File: src/rtl/alu_pkg.sv
// Shared ALU definitions: RV32I opcodes, funct3 ALU op codes and the issue request record.
package alu_pkg;

    localparam int ALU_W = 32;

    localparam logic [6:0] OPC_OP     = 7'b0110011;
    localparam logic [6:0] OPC_OP_IMM = 7'b0010011;
    localparam logic [6:0] OPC_LUI    = 7'b0110111;
    localparam logic [6:0] OPC_AUIPC  = 7'b0010111;

    localparam logic [2:0] ALU_ADD  = 3'b000;
    localparam logic [2:0] ALU_SLL  = 3'b001;
    localparam logic [2:0] ALU_SLT  = 3'b010;
    localparam logic [2:0] ALU_SLTU = 3'b011;
    localparam logic [2:0] ALU_XOR  = 3'b100;
    localparam logic [2:0] ALU_SR   = 3'b101;
    localparam logic [2:0] ALU_OR   = 3'b110;
    localparam logic [2:0] ALU_AND  = 3'b111;

    typedef struct packed {
        logic [ALU_W-1:0] src_a;
        logic [ALU_W-1:0] src_b;
        logic [2:0]       op;
        logic             alt;
        logic             illegal;
    } alu_req_t;

endpackage

File: src/rtl/alu_issue_stage_if.sv
// ALU operand/control bus from the issue register (master) to the EX-stage ALU (slave).
interface alu_issue_stage_if #(
    parameter int XLEN = 32
);
    logic            out_valid;
    logic            out_ready;
    logic [XLEN-1:0] out_src_a;
    logic [XLEN-1:0] out_src_b;
    logic [2:0]      out_op;
    logic            out_alt;
    logic            out_illegal;

    modport master (
        output out_valid, out_src_a, out_src_b, out_op, out_alt, out_illegal,
        input  out_ready
    );

    modport slave (
        input  out_valid, out_src_a, out_src_b, out_op, out_alt, out_illegal,
        output out_ready
    );
endinterface

File: src/rtl/alu_issue_decode.sv
// Combinational RV32I OP / OP-IMM / LUI / AUIPC decode into ALU operands and controls.
module alu_issue_decode
    import alu_pkg::*;
(
    input  logic [6:0]       opcode,
    input  logic [2:0]       funct3,
    input  logic [6:0]       funct7,
    input  logic [ALU_W-1:0] rs1_data,
    input  logic [ALU_W-1:0] rs2_data,
    input  logic [ALU_W-1:0] imm,
    input  logic [ALU_W-1:0] pc,
    output alu_req_t         req
);

    // Only funct7[5] selects SUB/SRA; the remaining bits carry no meaning here.
    logic unused_funct7;
    assign unused_funct7 = ^{funct7[6], funct7[4:0]};

    always_comb begin
        req.src_a   = rs1_data;
        req.src_b   = imm;
        req.op      = ALU_ADD;
        req.alt     = 1'b0;
        req.illegal = 1'b0;
        case (opcode)
            OPC_OP: begin
                req.src_b = rs2_data;
                req.op    = funct3;
                req.alt   = funct7[5] & ((funct3 == ALU_ADD) | (funct3 == ALU_SR));
            end
            OPC_OP_IMM: begin
                req.op  = funct3;
                req.alt = funct7[5] & (funct3 == ALU_SR);
            end
            OPC_LUI: begin
                req.src_a = '0;
            end
            OPC_AUIPC: begin
                req.src_a = pc;
            end
            default: begin
                req.illegal = 1'b1;
            end
        endcase
    end

endmodule

File: src/rtl/alu_issue_stage.sv
// ID->EX issue register for the integer ALU; ALU_ISSUE_SKID_EN selects a two-entry
// skid buffer with registered in_ready, otherwise a single entry with pass-through ready.
module alu_issue_stage
    import alu_pkg::*;
#(
    parameter int XLEN = 32
) (
    input  logic              clk,
    input  logic              rst_n,
    input  logic              flush,
    input  logic              in_valid,
    output logic              in_ready,
    input  logic [6:0]        in_opcode,
    input  logic [2:0]        in_funct3,
    input  logic [6:0]        in_funct7,
    input  logic [XLEN-1:0]   in_rs1_data,
    input  logic [XLEN-1:0]   in_rs2_data,
    input  logic [XLEN-1:0]   in_imm,
    input  logic [XLEN-1:0]   in_pc,
    alu_issue_stage_if.master ex
);

    alu_req_t dec_req_p0;
    alu_req_t main_req_p1;
    logic     main_vld_p1;
    logic     in_fire;

    alu_issue_decode u_decode (
        .opcode   (in_opcode),
        .funct3   (in_funct3),
        .funct7   (in_funct7),
        .rs1_data (in_rs1_data),
        .rs2_data (in_rs2_data),
        .imm      (in_imm),
        .pc       (in_pc),
        .req      (dec_req_p0)
    );

    assign in_fire = in_valid & in_ready;

    // ---- p0 -> p1: issue register ----
`ifdef ALU_ISSUE_SKID_EN
    alu_req_t skid_req_p1;
    logic     skid_vld_p1;

    assign in_ready = ~skid_vld_p1;

    always_ff @(posedge clk) begin
        if (!rst_n) begin
            main_vld_p1 <= 1'b0;
            skid_vld_p1 <= 1'b0;
            main_req_p1 <= '0;
            skid_req_p1 <= '0;
        end else if (flush) begin
            main_vld_p1 <= 1'b0;
            skid_vld_p1 <= 1'b0;
        end else if (!main_vld_p1 || ex.out_ready) begin
            // Main is free next cycle: the older skid entry has priority over new input.
            if (skid_vld_p1) begin
                main_req_p1 <= skid_req_p1;
                main_vld_p1 <= 1'b1;
                skid_vld_p1 <= 1'b0;
            end else begin
                main_vld_p1 <= in_fire;
                if (in_fire) begin
                    main_req_p1 <= dec_req_p0;
                end
            end
        end else if (in_fire) begin
            skid_req_p1 <= dec_req_p0;
            skid_vld_p1 <= 1'b1;
        end
    end
`else
    assign in_ready = ~main_vld_p1 | ex.out_ready;

    always_ff @(posedge clk) begin
        if (!rst_n) begin
            main_vld_p1 <= 1'b0;
            main_req_p1 <= '0;
        end else if (flush) begin
            main_vld_p1 <= 1'b0;
        end else if (in_fire) begin
            main_req_p1 <= dec_req_p0;
            main_vld_p1 <= 1'b1;
        end else if (ex.out_ready) begin
            main_vld_p1 <= 1'b0;
        end
    end
`endif

    assign ex.out_valid   = main_vld_p1;
    assign ex.out_src_a   = main_req_p1.src_a;
    assign ex.out_src_b   = main_req_p1.src_b;
    assign ex.out_op      = main_req_p1.op;
    assign ex.out_alt     = main_req_p1.alt;
    assign ex.out_illegal = main_req_p1.illegal;

endmodule

File: src/flat_wrapper.sv
// flat-port wrapper written by rule: the top's interface ports become plain ports
module alu_issue_stage_flat import alu_pkg::*;
#(
    parameter int XLEN = 32
)
  (clk, rst_n, flush, in_valid, in_ready, in_opcode, in_funct3, in_funct7, in_rs1_data, in_rs2_data, in_imm, in_pc, ex_out_valid, ex_out_src_a, ex_out_src_b, ex_out_op, ex_out_alt, ex_out_illegal, ex_out_ready);
  alu_issue_stage_if #(.XLEN(XLEN)) ex_i ();
  input  logic clk;
  input  logic rst_n;
  input  logic flush;
  input  logic in_valid;
  output logic in_ready;
  input  logic [6:0] in_opcode;
  input  logic [2:0] in_funct3;
  input  logic [6:0] in_funct7;
  input  logic [XLEN-1:0] in_rs1_data;
  input  logic [XLEN-1:0] in_rs2_data;
  input  logic [XLEN-1:0] in_imm;
  input  logic [XLEN-1:0] in_pc;
  output wire logic [$bits(ex_i.out_valid)-1:0] ex_out_valid;
  output wire logic [$bits(ex_i.out_src_a)-1:0] ex_out_src_a;
  output wire logic [$bits(ex_i.out_src_b)-1:0] ex_out_src_b;
  output wire logic [$bits(ex_i.out_op)-1:0] ex_out_op;
  output wire logic [$bits(ex_i.out_alt)-1:0] ex_out_alt;
  output wire logic [$bits(ex_i.out_illegal)-1:0] ex_out_illegal;
  input wire logic [$bits(ex_i.out_ready)-1:0] ex_out_ready;
  assign ex_out_valid = ex_i.out_valid;
  assign ex_out_src_a = ex_i.out_src_a;
  assign ex_out_src_b = ex_i.out_src_b;
  assign ex_out_op = ex_i.out_op;
  assign ex_out_alt = ex_i.out_alt;
  assign ex_out_illegal = ex_i.out_illegal;
  assign ex_i.out_ready = ex_out_ready;
  alu_issue_stage #(.XLEN(XLEN)) u_core (.clk(clk), .rst_n(rst_n), .flush(flush), .in_valid(in_valid), .in_ready(in_ready), .in_opcode(in_opcode), .in_funct3(in_funct3), .in_funct7(in_funct7), .in_rs1_data(in_rs1_data), .in_rs2_data(in_rs2_data), .in_imm(in_imm), .in_pc(in_pc), .ex(ex_i));
endmodule
File: config.mk
export PLATFORM = sky130hd
export DESIGN_NAME = alu_issue_stage_flat
export DESIGN_NICKNAME = d
export VERILOG_FILES = /design/src/rtl/alu_pkg.sv /design/src/rtl/alu_issue_stage_if.sv /design/src/rtl/alu_issue_decode.sv /design/src/rtl/alu_issue_stage.sv /design/src/flat_wrapper.sv
export SDC_FILE = /design/constraint.sdc
export NUM_CORES = 1
export LEC_CHECK = 0
export BUFFER_PORTS_ARGS = -buffer_cell sky130_fd_sc_hd__buf_2
export CELL_PAD_IN_SITES_DETAIL_PLACEMENT = 0
export CELL_PAD_IN_SITES_GLOBAL_PLACEMENT = 1
export CORE_MARGIN = 2
export CORE_UTILIZATION = 27
export CTS_CLUSTER_DIAMETER = 80
export DETAILED_ROUTE_END_ITERATION = 10
export GPL_ROUTABILITY_DRIVEN = 0
export GPL_TIMING_DRIVEN = 0
export PLACE_DENSITY_LB_ADDON = 0.1
export SLEW_MARGIN = 30
export SYNTH_ARGS = -nofsm -noshare
export SYNTH_HDL_FRONTEND = slang
export SYNTH_SLANG_ARGS = --single-unit
File: constraint.sdc
create_clock -name clk -period 1.7 [get_ports clk]
set_input_delay 0.085 -clock clk [delete_from_list [all_inputs] [get_ports clk]]
set_output_delay 0.085 -clock clk [all_outputs]
set_load 0.02 [all_outputs]
==> flow_summary.ini <==
[place]
place_hpwl_mm = 8.704
placed_cells = 752
portBuffers = 214
place_area_mm2 = 0.004359

[worst_hold_path]
hp-class = input pin to register

[routing]
firstDrtPassIters = 4
vias_per_cell = 4.787
wl_per_cell_um = 14.95
drt_iter0_markers = 179
wirelength_mm = 11.84
antenna_left = 0
vias = 3791
drc = 0

[sta]
finalHoldViolCount = 0
rsz0062_at_grt = no
period_needed_ns = 1.511
fmax_ghz = 0.6620
slew_violations = 0
worst_slew_pin_slew_ns = 0.4862
slew_headroom_pct = 67.59
setup_tns_ns = 0
min_period_over_period_pct = 88.86
clock_skew_ns = 0.003152
setup_viol_count_final = 0

[floorplan]
start_util_pct = 27.46
fp.dieH_um = 111.3
coreArea_mm2 = 0.01132
num_rows = 39
die_w_um = 111.3
die_area_mm2 = 0.01239
ios = 221

[power_and_ir_drop]
p_int_mw = 3.290
vdd_drop_max_uv = 454.1
pwr-share-comb_pct = 16.8
totalPowerFinal_mw = 4.461
p_seq_share_pct = 40.2
p_sw_share_pct = 26.25
clkPwrFrac_pct = 42.9
power_switching_mw = 1.171
p_per_area_mw_per_mm2 = 910.0
leakage_nw = 2.452

[layout]
final_cell_mix = buf_2, nand2_1, dfxtp_1
fillers = 1205
design_area_mm2 = 0.004902
stdcell_count = 792
layout_commonest_cell = buf_2
area.growth.synth_to_final_pct = 57.67
fin_nets = 793
final_util_pct = 43.30
drive_gt1_share_pct = 39.35

[critical_path]
cpMostUsedCell = nand2_1
path_cells = dlygate4sd3_1, buf_2, and3b_1, nand2_1, clkbuf_1, nand2_1, a21oi_1
max_stage_delay_ns = 0.54
cp_top_family = buffers and inverters
worstSetupStartpointType = input pin
critical_path_class = input pin to register
worst-path-buf-inv = 3
worstPathRequired_ns = 1.95
critPathArrivalTime_ns = 1.76
crit_fanout = 10
cp_slowest_cell = dlygate4sd3_1
end_kind = register

[synthesis]
ys_seq_elements = 70
syn_inst = 395
synth_edf_count = 0
syn_nets = 545
netlist_area_mm2 = 0.003109
synth_cell_types = 25
async_flop_share_pct = 0
syn_area_per_cell_um2 = 7.871
synth_flop_cell = dfxtp_1
ys.warnings.count = 0
yosysSeqAreaShare_pct = 45.07

[run]
cap_violations = 0

[cts]
clk-insertion-delay-late_ns = 0.33
cts.sink_count = 70
cts_root_buffer = clkbuf_16
cts_tree = done
post_cts_buffers = 0
htreeDepth = 3
cts_buffer_depth = 2
numCtsBuffers = 9
path_clk_slew_ns = 0.06

[status]
outcome = finished, final reports clean

[grt]
first_global_vias = 3753
grt_overflow_total = 0
grt_usage_pct = 18.83
antenna_found_initial = 1
grt_pass1_wl_mm = 18.82
grt_max_degree = 12
synthesized netlist by cell type, types with 2 or more instances:
cell type  count  area share [%]
a21oi_1       49             7.9
buf_2         11             1.8
nand3b_1      32             7.7
nand3_1        5            0.80
a21boi_0       3            0.72
dfxtp_1       70              45
and3b_1        2            0.56
clkbuf_1      19             2.3
a31oi_1       41             8.2
nand2_1       78             9.4
buf_4          4            0.97
o21ai_0       65              10
buf_6          3             1.1
nor3b_1        2            0.48
final timing paths:
path,startpoint,to,slack (ns),cells past startpoint
worst max-delay path,in_opcode[0],u_core.ex.out_src_b[24]$_SDFFE_PN0P_,0.19,7
worst min-delay path,in_imm[6],u_core.ex.out_src_b[6]$_SDFFE_PN0P_,0.005,3
worst max register to register,u_core.ex.out_valid$_SDFFE_PP0P_,u_core.ex.out_src_a[7]$_SDFFE_PN0P_,0.21,6
worst min register to register,u_core.ex.out_op[0]$_SDFFE_PN0P_,u_core.ex.out_op[0]$_SDFFE_PN0P_,0.46,2
layer usage:
| metal | global-route usage [%] | vias up | routed length [µm] |
|---|---|---|---|
| met5 | 0 | - | 0 |
| met4 | 4.691 | 0 | 66 |
| met3 | 6.889 | 5 | 1024 |
| met2 | 30.65 | 147 | 5392 |
| met1 | 23.81 | 1732 | 5358 |
| li1 | - | 1907 | - |
registers in the layout, indices dropped and copies added, names as in the netlist:
register / count
u_core.ex.out_src_a: 32
u_core.ex.out_op: 3
u_core.ex.out_src_b: 32
u_core.ex.out_alt: 1
u_core.ex.out_illegal: 1
u_core.ex.out_valid: 1
area by class of cell:
class                   instances  area (µm²)  share of cell area, %
well taps                     143       178.9                  3.650
diodes                          1       2.502                0.05105
flip-flops and latches         70        1401                  28.59
inverters                       1       3.754                0.07657
plain buffers                  38       202.7                  4.135
repair buffers                237        1301                  26.54
clock buffers                  12       256.5                  5.232
multi-input cells             286        1510                  30.81
clock inverters                 4       45.04                 0.9188
tightest hold or removal path: cells and delay by family:
family          cells  cell delay (ns)
buf+inv             1             0.10
compound gates      1             0.05
simple gates        1             0.05
per-stage QoR:
step                hold slack (ns)  setup slack (ns)
floorplan                    0.1611            0.2497
global placement             0.2946           0.06999
detailed placement           0.2983           0.04048
CTS                       0.0005503           0.03035
global route               0.001201           0.02837
finish                     0.004731            0.1894
cell families (layout without fill, tap and decap cells):
| group | Yosys count | count (layout) | synth area share, % |
|---|---|---|---|
| DFF | 70 | 70 | 45.07 |
| and+or+nand+nor | 127 | 127 | 21.09 |
| AOI/OAI and AO/OA | 159 | 159 | 27.48 |
| other | 0 | 1 | 0 |
| buffers and inverters | 39 | 292 | 6.358 |
what timing repair did:
action                     4_1_cts  5_1_grt
gates resized for setup          0       10
hold buffers                    23        0
setup endpoints to repair        0       40
hold endpoints to repair        23        0
power groups by stage:
stage,Combinational [mW],Sequential [mW],Clock [mW]
after floorplan,0.228,1.96,0
after global placement,0.709,1.83,0
after detailed placement,0.714,1.83,0
after CTS,0.757,1.80,1.96
after global routing,0.830,1.81,2.03
final,0.750,1.80,1.92
(Power assumes the default switching activity.)
